==> src/rtl/control_sequencer.sv <==
// ---------------------------------------------------------------------------
// control_sequencer
//   Micro-operation sequencer for the SAP-style CPU. Walks fetch stages
//   T0..T2 and opcode-dependent execute stages T3..T5. It returns to T0 right
//   after an opcode's last active stage. It also supports conditional jumps on
//   carry/zero, a resumable HALT state and a valid-gated programming path.
//   The stage register advances on posedge clk. Every output is re-registered
//   on negedge clk, so outputs are stable around each rising edge.
//
// Ports
//   clk          system clock
//   resetn       asynchronous active-low reset
//   opcode       IR opcode field (valid from T3)
//   carry_flag   adder carry, used by JC at T3
//   zero_flag    accumulator-zero flag, used by JZ at T3
//   programming  programming-mode request, latched at T0
//   prog_valid   external programming byte is valid
//   resume       leave HALT
//   out          15-bit control word (idle 15'h0FE3)
//   done_load    programming byte written (T4 of a programming cycle)
//   read_ui_in   sample external byte (T3 of a programming cycle)
//   ready        high during T0
//   halted       high in HALT
//   stage        0..5 = T0..T5, 6 = IDLE, 7 = HALT
// ---------------------------------------------------------------------------
module control_sequencer #(
    parameter int OPCODE_W        = 4,
    parameter int HALT_ON_UNKNOWN = 0,
    parameter int PROG_STALL      = 1
) (
    input  logic                clk,
    input  logic                resetn,
    input  logic [OPCODE_W-1:0] opcode,
    input  logic                carry_flag,
    input  logic                zero_flag,
    input  logic                programming,
    input  logic                prog_valid,
    input  logic                resume,
    output logic [14:0]         out,
    output logic                done_load,
    output logic                read_ui_in,
    output logic                ready,
    output logic                halted,
    output logic [2:0]          stage
);

    typedef enum logic [2:0] {
        ST_T0   = 3'd0,
        ST_T1   = 3'd1,
        ST_T2   = 3'd2,
        ST_T3   = 3'd3,
        ST_T4   = 3'd4,
        ST_T5   = 3'd5,
        ST_IDLE = 3'd6,
        ST_HALT = 3'd7
    } stage_e;

    // Idle control word: all active-low strobes deasserted, all active-high off.
    localparam logic [14:0] CW_IDLE = 15'h0FE3;

    localparam int B_PC_EN           = 13;
    localparam int B_PC_LOAD         = 12;
    localparam int B_MAR_ADDR_LOAD_N = 11;
    localparam int B_MAR_MEM_LOAD_N  = 10;
    localparam int B_RAM_EN_N        = 9;
    localparam int B_RAM_LOAD_N      = 8;
    localparam int B_IR_LOAD_N       = 7;
    localparam int B_IR_EN_N         = 6;
    localparam int B_REGA_LOAD_N     = 5;
    localparam int B_REGA_EN         = 4;
    localparam int B_ADDER_SUB       = 3;
    localparam int B_REGB_EN         = 2;
    localparam int B_REGB_LOAD_N     = 1;
    localparam int B_OUT_LOAD_N      = 0;

    localparam logic [3:0] OP_HLT = 4'd0;
    localparam logic [3:0] OP_NOP = 4'd1;
    localparam logic [3:0] OP_ADD = 4'd2;
    localparam logic [3:0] OP_SUB = 4'd3;
    localparam logic [3:0] OP_LDA = 4'd4;
    localparam logic [3:0] OP_OUT = 4'd5;
    localparam logic [3:0] OP_STA = 4'd6;
    localparam logic [3:0] OP_JMP = 4'd7;
    localparam logic [3:0] OP_JC  = 4'd8;
    localparam logic [3:0] OP_JZ  = 4'd9;

    stage_e      r_stage;
    stage_e      w_stage_next;
    logic        r_mode;
    logic [14:0] r_out;
    logic [14:0] w_out;
    logic        r_done_load, w_done_load;
    logic        r_read_ui_in, w_read_ui_in;
    logic        r_ready, w_ready;
    logic        r_halted, w_halted;
    logic [2:0]  r_stage_out;

    logic [3:0]  w_op;
    logic        w_op_known;
    logic        w_mem_op;
    logic        w_prog_stall;

    // Anything outside 0..9 (including wide opcodes with upper bits set) is unknown.
    assign w_op         = opcode[3:0];
    assign w_op_known   = (opcode <= OPCODE_W'(9));
    // Opcodes that need the operand-address fetch and continue past T3.
    assign w_mem_op     = w_op_known &&
                          ((w_op == OP_ADD) || (w_op == OP_SUB) ||
                           (w_op == OP_LDA) || (w_op == OP_STA));
    assign w_prog_stall = (PROG_STALL != 0) && !prog_valid;

    // Next-stage logic
    always_comb begin
        w_stage_next = r_stage;
        case (r_stage)
            ST_IDLE: w_stage_next = ST_T0;
            ST_T0:   w_stage_next = ST_T1;
            ST_T1:   w_stage_next = ST_T2;
            ST_T2: begin
                if (!(r_mode && w_prog_stall)) begin
                    w_stage_next = ST_T3;
                end
            end
            ST_T3: begin
                if (r_mode) begin
                    w_stage_next = ST_T4;
                end else if (!w_op_known) begin
                    if (HALT_ON_UNKNOWN != 0) begin
                        w_stage_next = ST_HALT;
                    end else begin
                        w_stage_next = ST_T0;
                    end
                end else if (w_op == OP_HLT) begin
                    w_stage_next = ST_HALT;
                end else if (w_mem_op) begin
                    w_stage_next = ST_T4;
                end else begin
                    w_stage_next = ST_T0;
                end
            end
            ST_T4: begin
                // LDA finishes here; ADD/SUB/STA need one more stage.
                if (!r_mode && w_mem_op && (w_op != OP_LDA)) begin
                    w_stage_next = ST_T5;
                end else begin
                    w_stage_next = ST_T0;
                end
            end
            ST_T5:   w_stage_next = ST_T0;
            ST_HALT: begin
                if (resume) begin
                    w_stage_next = ST_T0;
                end
            end
            default: w_stage_next = ST_IDLE;
        endcase
    end

    // Output decode from the current stage
    always_comb begin
        w_out        = CW_IDLE;
        w_done_load  = 1'b0;
        w_read_ui_in = 1'b0;
        w_ready      = 1'b0;
        w_halted     = 1'b0;
        case (r_stage)
            ST_T0: begin
                w_out[B_PC_EN]           = 1'b1;
                w_out[B_MAR_ADDR_LOAD_N] = 1'b0;
                w_ready                  = 1'b1;
            end
            ST_T2: begin
                if (!r_mode) begin
                    w_out[B_RAM_EN_N]  = 1'b0;
                    w_out[B_IR_LOAD_N] = 1'b0;
                end
            end
            ST_T3: begin
                if (r_mode) begin
                    w_out[B_PC_EN]          = 1'b1;
                    w_out[B_MAR_MEM_LOAD_N] = 1'b0;
                    w_read_ui_in            = 1'b1;
                end else if (!w_op_known) begin
                    w_out[B_PC_EN] = 1'b1;
                end else begin
                    case (w_op)
                        OP_ADD, OP_SUB, OP_LDA, OP_STA: begin
                            w_out[B_PC_EN]           = 1'b1;
                            w_out[B_IR_EN_N]         = 1'b0;
                            w_out[B_MAR_ADDR_LOAD_N] = 1'b0;
                        end
                        OP_OUT: begin
                            w_out[B_PC_EN]      = 1'b1;
                            w_out[B_REGA_EN]    = 1'b1;
                            w_out[B_OUT_LOAD_N] = 1'b0;
                        end
                        OP_JMP: begin
                            w_out[B_IR_EN_N] = 1'b0;
                            w_out[B_PC_LOAD] = 1'b1;
                        end
                        OP_JC, OP_JZ: begin
                            // Taken jump loads PC from IR; otherwise skip the operand.
                            if ((w_op == OP_JC) ? carry_flag : zero_flag) begin
                                w_out[B_IR_EN_N] = 1'b0;
                                w_out[B_PC_LOAD] = 1'b1;
                            end else begin
                                w_out[B_PC_EN] = 1'b1;
                            end
                        end
                        default: w_out[B_PC_EN] = 1'b1;  // HLT, NOP
                    endcase
                end
            end
            ST_T4: begin
                if (r_mode) begin
                    w_out[B_RAM_LOAD_N] = 1'b0;
                    w_done_load         = 1'b1;
                end else if (w_mem_op) begin
                    case (w_op)
                        OP_LDA: begin
                            w_out[B_RAM_EN_N]    = 1'b0;
                            w_out[B_REGA_LOAD_N] = 1'b0;
                        end
                        OP_STA: begin
                            w_out[B_REGA_EN]        = 1'b1;
                            w_out[B_MAR_MEM_LOAD_N] = 1'b0;
                        end
                        default: begin  // ADD, SUB
                            w_out[B_RAM_EN_N]    = 1'b0;
                            w_out[B_REGB_LOAD_N] = 1'b0;
                        end
                    endcase
                end
            end
            ST_T5: begin
                if (!r_mode && w_mem_op) begin
                    case (w_op)
                        OP_ADD, OP_SUB: begin
                            w_out[B_ADDER_SUB]   = (w_op == OP_SUB);
                            w_out[B_REGB_EN]     = 1'b1;
                            w_out[B_REGA_LOAD_N] = 1'b0;
                        end
                        OP_STA:  w_out[B_RAM_LOAD_N] = 1'b0;
                        default: ;
                    endcase
                end
            end
            ST_HALT: w_halted = 1'b1;
            default: ;
        endcase
    end

    // Stage register
    always_ff @(posedge clk or negedge resetn) begin
        if (!resetn) begin
            r_stage <= ST_IDLE;
        end else begin
            r_stage <= w_stage_next;
        end
    end

    // Output registers and mode latch. Both update on the falling edge.
    always_ff @(negedge clk or negedge resetn) begin
        if (!resetn) begin
            r_out        <= CW_IDLE;
            r_done_load  <= 1'b0;
            r_read_ui_in <= 1'b0;
            r_ready      <= 1'b0;
            r_halted     <= 1'b0;
            r_stage_out  <= ST_IDLE;
            r_mode       <= 1'b0;
        end else begin
            r_out        <= w_out;
            r_done_load  <= w_done_load;
            r_read_ui_in <= w_read_ui_in;
            r_ready      <= w_ready;
            r_halted     <= w_halted;
            r_stage_out  <= r_stage;
            // The mode is frozen for the rest of the instruction once captured.
            if (r_stage == ST_T0) begin
                r_mode <= programming;
            end
        end
    end

    assign out        = r_out;
    assign done_load  = r_done_load;
    assign read_ui_in = r_read_ui_in;
    assign ready      = r_ready;
    assign halted     = r_halted;
    assign stage      = r_stage_out;

endmodule

==> config.mk <==
export PLATFORM = sky130hd
export DESIGN_NAME = control_sequencer
export DESIGN_NICKNAME = d
export VERILOG_FILES = /design/src/rtl/control_sequencer.sv
export SDC_FILE = /design/constraint.sdc
export NUM_CORES = 1
export LEC_CHECK = 0
export ABC_AREA = 1
export CAP_MARGIN = 0
export CORE_ASPECT_RATIO = 1.25
export CORE_UTILIZATION = 49
export CTS_CLUSTER_SIZE = 10
export DETAILED_ROUTE_END_ITERATION = 10
export HOLD_SLACK_MARGIN = 0.05
export PLACE_DENSITY = 0.9
export SETUP_SLACK_MARGIN = 0.1
export SLEW_MARGIN = 40
export SYNTH_ARGS = -nofsm -noshare
export SYNTH_HDL_FRONTEND = slang
export SYNTH_SLANG_ARGS = --single-unit
==> constraint.sdc <==
create_clock -name clk -period 3.1 [get_ports clk]
set_input_delay 0.62 -clock clk [delete_from_list [all_inputs] [get_ports clk]]
set_output_delay 0.62 -clock clk [all_outputs]
set_load 0.05 [all_outputs]
==> flow_metrics.py, run 1 <==
metrics = {
    "critical_path": {
        "crit_buf_inv": 1,
        "end_kind": "output port",
        "crit_start": "stage[2]$_DFF_NN1_",
        "crit_type": "reg -> out",
        "cp_top_family": "flip-flops",
        "critical_path.max_stage_delay_ns": 0.57,
        "worstPathRequired_ns": 2.48,
        "slowest_stage": "dfstp_2",
        "cp_data_arrival_time_ns": 2.70,
        "crit_path_cell_trace": "buf_12",
        "critPathLaunchType": "flop",
        "reg2reg_from": "r_stage[2]$_DFFE_PN1P_",
        "critPathMaxFanout": 1,
    },
    "routing": {
        "drtIter0Drc": 90,
        "wl_per_cell_microns": 23.6,
        "vias": 1194,
        "via_per_inst": 6.22,
        "drtAntennaViolNets": 0,
        "first_pass_iters": 10,
        "wirelength_microns": 4530,
        "drc": 2,
    },
    "clock_tree": {
        "cts_tree": "yes",
        "clk_path_buf_depth": 2,
        "cts-root-buf": "clkbuf_4",
        "clk_pin_slew_ns": 0.15,
        "cts_num_sinks": 25,
        "htree_levels": 1,
        "numCtsBuffers": 3,
        "holdBufCountCts": 0,
        "insertion_delay_ns": 0.43,
    },
    "placement": {
        "place_congestion": 0.968,
        "portBuffers": 31,
        "placed_cells": 175,
        "place_area_sq_mm": 0.00170,
        "hpwl_microns": 2480,
    },
    "logic_synthesis": {
        "yosys.area_share.adder_pct": 0,
        "yosysWarnings": 0,
        "syn_area_sq_mm": 0.00109,
        "synth_fp_nets": 128,
        "synthTopCellsByArea": "dfstp_2, dfrtn_1, nand3_1",
        "syn_inst": 117,
        "yosysUniqueCellTypes": 26,
        "synth_compound_area_share_pct": 7.13,
        "ys_ff_latch": 25,
        "synth_mux_area_share_pct": 0,
        "avgSynthCellArea_sq_um": 9.29,
        "yosysTopAreaCellShare_pct": 31.4,
        "ys_seq_area_share_pct": 59.0,
        "synthXorXnorAreaFrac_pct": 0,
        "yosys.area.top_type": "dfstp_2",
        "synthSimpleGateAreaFrac_pct": 26.6,
        "synth_top_family_by_area": "simple AND/OR/NAND/NOR gates",
    },
    "timing": {
        "setup_viol": 20,
        "maxSlewViolCount": 0,
        "fin_ws_ns": -0.215,
        "finalHoldViolations": 0,
        "worst_clock_skew_ns": 0.0984,
        "rsz0062_at_grt": "true",
    },
    "grt": {
        "antenna_found_initial": 0,
        "first_global_vias": 1093,
        "grt_pass1_wl_microns": 5570,
        "grt_usage_pct": 34.4,
        "grt-ovfl-total": 0,
        "grt_max_degree": 26,
    },
    "power": {
        "swShare_pct": 47.6,
        "power_density_mw_per_mm2": 985,
        "seq_power_share_pct": 34.3,
        "irDropWorstVdd_v": 0.00101,
        "p_switching_w": 0.000852,
        "combPwrFrac_pct": 52.3,
        "leakagePower_nw": 0.893,
        "finalPower_w": 0.00179,
        "intPower_w": 0.000939,
        "p_clk_share_pct": 13.5,
    },
    "die": {
        "ios": 33,
        "die_w_microns": 44.1,
        "initial_core_util_pct": 53.6,
        "die_area_sq_mm": 0.00241,
        "core_area_sq_mm": 0.00203,
        "die_h_microns": 54.7,
        "row_count": 18,
    },
    "final_layout": {
        "nFillCells": 72,
        "multi_input_comb_area_sq_um": 413,
        "drive_gt1_share_pct": 41.9,
        "antennaDiodeCount": 0,
        "nets": 184,
        "syn2layout_area_growth_pct": 67.2,
        "seq_area_sq_um": 642,
        "design_area_sq_mm": 0.00182,
        "final_cells": 192,
    },
    "status": {
        "violations": "design-rule violations, negative setup slack",
        "status": "complete, but fails checks",
    },
    "flow_run": {
        "cap_violations": 0,
    },
    "min_path": {
        "hp-class": "in -> async",
    },
}
-- final cells by class --
type | instances | area share (%)
Timing Repair Buffer | 42 | 33.4
Sequential cell | 25 | 35.3
Inverter | 17 | 3.51
Clock inverter | 11 | 2.27
Tap cell | 20 | 1.38
Clock buffer | 4 | 1.45
Multi-Input combinational cell | 73 | 22.7
-- power groups by stage --
stage,clock [W],sequential (W),combinational (W)
4_1_cts,0.000216,0.000603,0.000878
5_1_grt,0.000249,0.000620,0.000969
6_report,0.000241,0.000614,0.000936
3_3_place_gp,0.0000238,0.000587,0.000822
3_5_place_dp,0.0000238,0.000605,0.000858
2_1_floorplan,0.0000238,0.000802,0.000212
-- path summary, 6_finish.rpt --
path	to	slack (ns)	cells past startpoint
setup / recovery	stage[2]	-0.22	1
hold / removal	r_stage[0]$_DFFE_PN0P_	0.62	2
setup reg to reg	out[4]$_DFF_NN0_	0.08	5
hold reg to reg	r_stage[2]$_DFFE_PN1P_	0.66	2
max in group asynchronous	stage[1]$_DFF_NN1_	0.75	2
min in group clk	r_stage[2]$_DFFE_PN1P_	0.66	2
-- layer usage --
metal / track usage (%) / routed length (microns) / part of all wire, %
met1: 40.5 / 1500 / 33
met2: 60.3 / 2330 / 51
met3: 3.30 / 401 / 8.9
met4: 21.2 / 294 / 6.5
met5: 0 / 0 / 0
-- per-stage QoR --
step	utilization, %	hold WS [ns]	setup WS, ns	setup TNS (ns)
finish	89.7	0.616	-0.215	-2.10
global route	89.7	0.626	-0.222	-2.30
CTS	88.5	0.623	-0.172	-1.68
detailed placement	83.8	0.626	-0.389	-3.58
global placement	83.8	0.612	-0.292	-2.42
floorplan	-	0.324	0.222	0
-- flip-flops by register name, indices dropped and copies added, names as in the netlist --
| signal | count |
|---|---|
| ready | 1 |
| r_mode | 1 |
| halted | 1 |
| stage | 3 |
| done_load | 1 |
| r_stage | 3 |
| read_ui_in | 1 |
| out | 14 |
-- worst register-to-register path: stages (launching register included) --
cell and delay [ns]:
dfstp_2 0.64, inv_2 0.11, nand3_4 0.12, nor2_4 0.07, nand4_1 0.16, o21ai_0 0.18
-- layout by cell type (no fill, tap or decap), types with 4 or more instances in the layout --
cell type        netlist  routed
buf_12                 0      22
inv_1                 16      21
nor2_1                17      15
nand2_1               15      14
dfstp_2               13      13
dfrtn_1               11      11
nand3_1               13      10
buf_4                  1      10
inv_2                  2       7
clkdlybuf4s50_1        0       6
nand4_1                4       4
-- Yosys cell counts --
library cell  number
nor2_1            17
inv_1             16
nand2_1           15
dfstp_2           13
nand3_1           13
dfrtn_1           11
nand4_1            4
o21ai_0            4
a21oi_1            3
nor2_2             3
inv_2              2
nand2_2            2
a21boi_1           1
a31oi_1            1
and2_1             1
buf_4              1
conb_1             1
dfrtp_1            1
nand3_4            1
nand3b_1           1
nor2_4             1
nor3_1             1
o211ai_1           1
o21a_1             1
o21ai_1            1
o221ai_1           1
-- cell families after synthesis --
kind of cell           count (synthesis)
AND/OR/NAND/NOR                       59
flip-flops                            25
buffers and inverters                 19
AO/OA/AOI/OAI                         13
other                                  1
-- timing repair --
item                       CTS  global route
setup buffers                0             3
setup endpoints to repair   29            23
resized for setup           19             5
pin swaps                    1             0
Power figures use the tool's default switching activity.
==> inputs of run 2 (changes only) <==
Settings changed: CORE_ASPECT_RATIO 1.25 to default.
==> flow_metrics.py, run 2 (synthesized netlist as in run 1, its figures left out) <==
metrics = {
    "status": {
        "status": "complete, but fails checks",
        "violations": "negative setup slack",
    },
    "routing": {
        "drtIter0Drc": 89,
        "wirelength_microns": 4480,
        "drtAntennaViolNets": 0,
        "via_per_inst": 6.35,
        "vias": 1258,
        "wl_per_cell_microns": 22.6,
        "first_pass_iters": 5,
        "drc": 0,
    },
    "grt": {
        "antenna_found_initial": 0,
        "grt_max_degree": 26,
        "grt_pass1_wl_microns": 6130,
        "grt_usage_pct": 36.3,
        "grt-ovfl-total": 0,
        "first_global_vias": 1142,
    },
    "critical_path": {
        "crit_path_cell_trace": "buf_12",
        "end_kind": "output port",
        "cp_top_family": "flip-flops",
        "worstSetupPathDepth": 1,
        "crit_buf_inv": 1,
        "slowest_stage": "dfstp_2",
        "cp_data_arrival_time_ns": 2.65,
        "crit_type": "reg -> out",
        "critPathMaxFanout": 1,
        "critPathLaunchType": "flop",
        "worstPathRequired_ns": 2.48,
        "critical_path.max_stage_delay_ns": 0.55,
        "rr_worst_depth": 5,
    },
    "clock_tree": {
        "numCtsBuffers": 3,
        "clk_path_buf_depth": 2,
        "insertion_delay_ns": 0.42,
        "htree_levels": 1,
        "holdBufCountCts": 0,
        "cts-root-buf": "clkbuf_4",
        "clk_pin_slew_ns": 0.15,
        "cts_num_sinks": 25,
        "cts_tree": "yes",
    },
    "timing": {
        "maxSlewViolCount": 0,
        "finalSetupTns_ns": -1.68,
        "fin_ws_ns": -0.172,
        "worst_clock_skew_ns": 0.0995,
        "setup_viol": 17,
        "hold_ws_ns": 0.634,
        "rsz0062_at_grt": "true",
        "finalHoldViolations": 0,
    },
    "die": {
        "die_h_microns": 49.1,
        "core_area_sq_mm": 0.00202,
        "ios": 33,
        "row_count": 16,
        "die_area_sq_mm": 0.00241,
        "die_w_microns": 49.1,
        "initial_core_util_pct": 53.8,
    },
    "power": {
        "irDropWorstVdd_v": 0.000890,
        "power_density_mw_per_mm2": 962,
        "leakagePower_nw": 0.894,
    },
    "placement": {
        "portBuffers": 31,
        "hpwl_microns": 2640,
        "place_ws_ns": -0.397,
        "place_congestion": 0.886,
        "place_area_sq_mm": 0.00171,
    },
    "min_path": {
        "hp-class": "in -> async",
    },
    "final_layout": {
        "largest_reg_flops": 14,
        "design_area_sq_mm": 0.00182,
        "antennaDiodeCount": 0,
        "mostFrequentLayoutCells": "inv_1, buf_12, nor2_1, nand2_1, dfstp_2",
        "drive_gt1_share_pct": 38.6,
        "nets": 183,
        "final_common_cell": "inv_1",
        "nFillCells": 79,
        "syn2layout_area_growth_pct": 67.0,
    },
    "flow_run": {
        "cap_violations": 0,
    },
}
==> run 2: cell types whose count changed in the layout (fill, tap and decap cells not counted), sizes merged <==
cell	change
dlygate4sd2	+1
buf	-1
inv	+1
clkbuf	-2
==> run 2: per-layer routing <==
layer / share of wire, % / up-vias / global-route usage, %
li1: - / 484 / -
met1: 33 / 569 / 40.5
met2: 45 / 148 / 62.3
met3: 11 / 57 / 5.61
met4: 10 / 0 / 26.0
met5: 0 / - / 0
==> run 2: final timing paths <==
| kind | startpoint | to | slack, ns |
|---|---|---|---|
| worst max-delay path | out[9]$_DFF_NN1_ | out[9] | -0.17 |
| worst min-delay path | resetn | r_stage[0]$_DFFE_PN0P_ | 0.63 |
| worst max register to register | r_stage[1]$_DFFE_PN1P_ | out[7]$_DFF_NN1_ | 0.04 |
| worst min register to register | r_stage[1]$_DFFE_PN1P_ | r_stage[2]$_DFFE_PN1P_ | 0.69 |
| max in group asynchronous | resetn | stage[2]$_DFF_NN1_ | 0.72 |
| min in group clk | r_stage[1]$_DFFE_PN1P_ | r_stage[2]$_DFFE_PN1P_ | 0.69 |
==> run 2: power by group <==
group | internal, W | total [W] | switching [W]
clock network | 0.0000658 | 0.000221 | 0.000155
registers | 0.000471 | 0.000606 | 0.000135
logic | 0.000376 | 0.000919 | 0.000543
==> run 2: cell type report <==
class / count / area (sq um) / share of cell area, %
inverter: 17 / 63.8 / 3.51
clock buffer: 3 / 22.5 / 1.24
tap: 27 / 33.8 / 1.86
clock inverter: 12 / 45.0 / 2.48
timing repair buffer: 41 / 603 / 33.2
sequential: 25 / 642 / 35.4
multi-input combinational: 73 / 405 / 22.3
==> run 2: timing repair <==
action | in CTS | in global routing
setup endpoints to repair | 32 | 22
gates resized for setup | 14 | 3
setup buffers | 1 | 0
pin swaps | 3 | 0
==> run 2: metrics by stage <==
stage	util [%]	total power, W	std cells
after global placement	84.8	0.00143	183
after CTS	89.3	0.00169	198
after detailed placement	84.8	0.00149	183
final	89.8	0.00175	198
after global routing	89.8	0.00180	198
after floorplan	-	0.00104	117
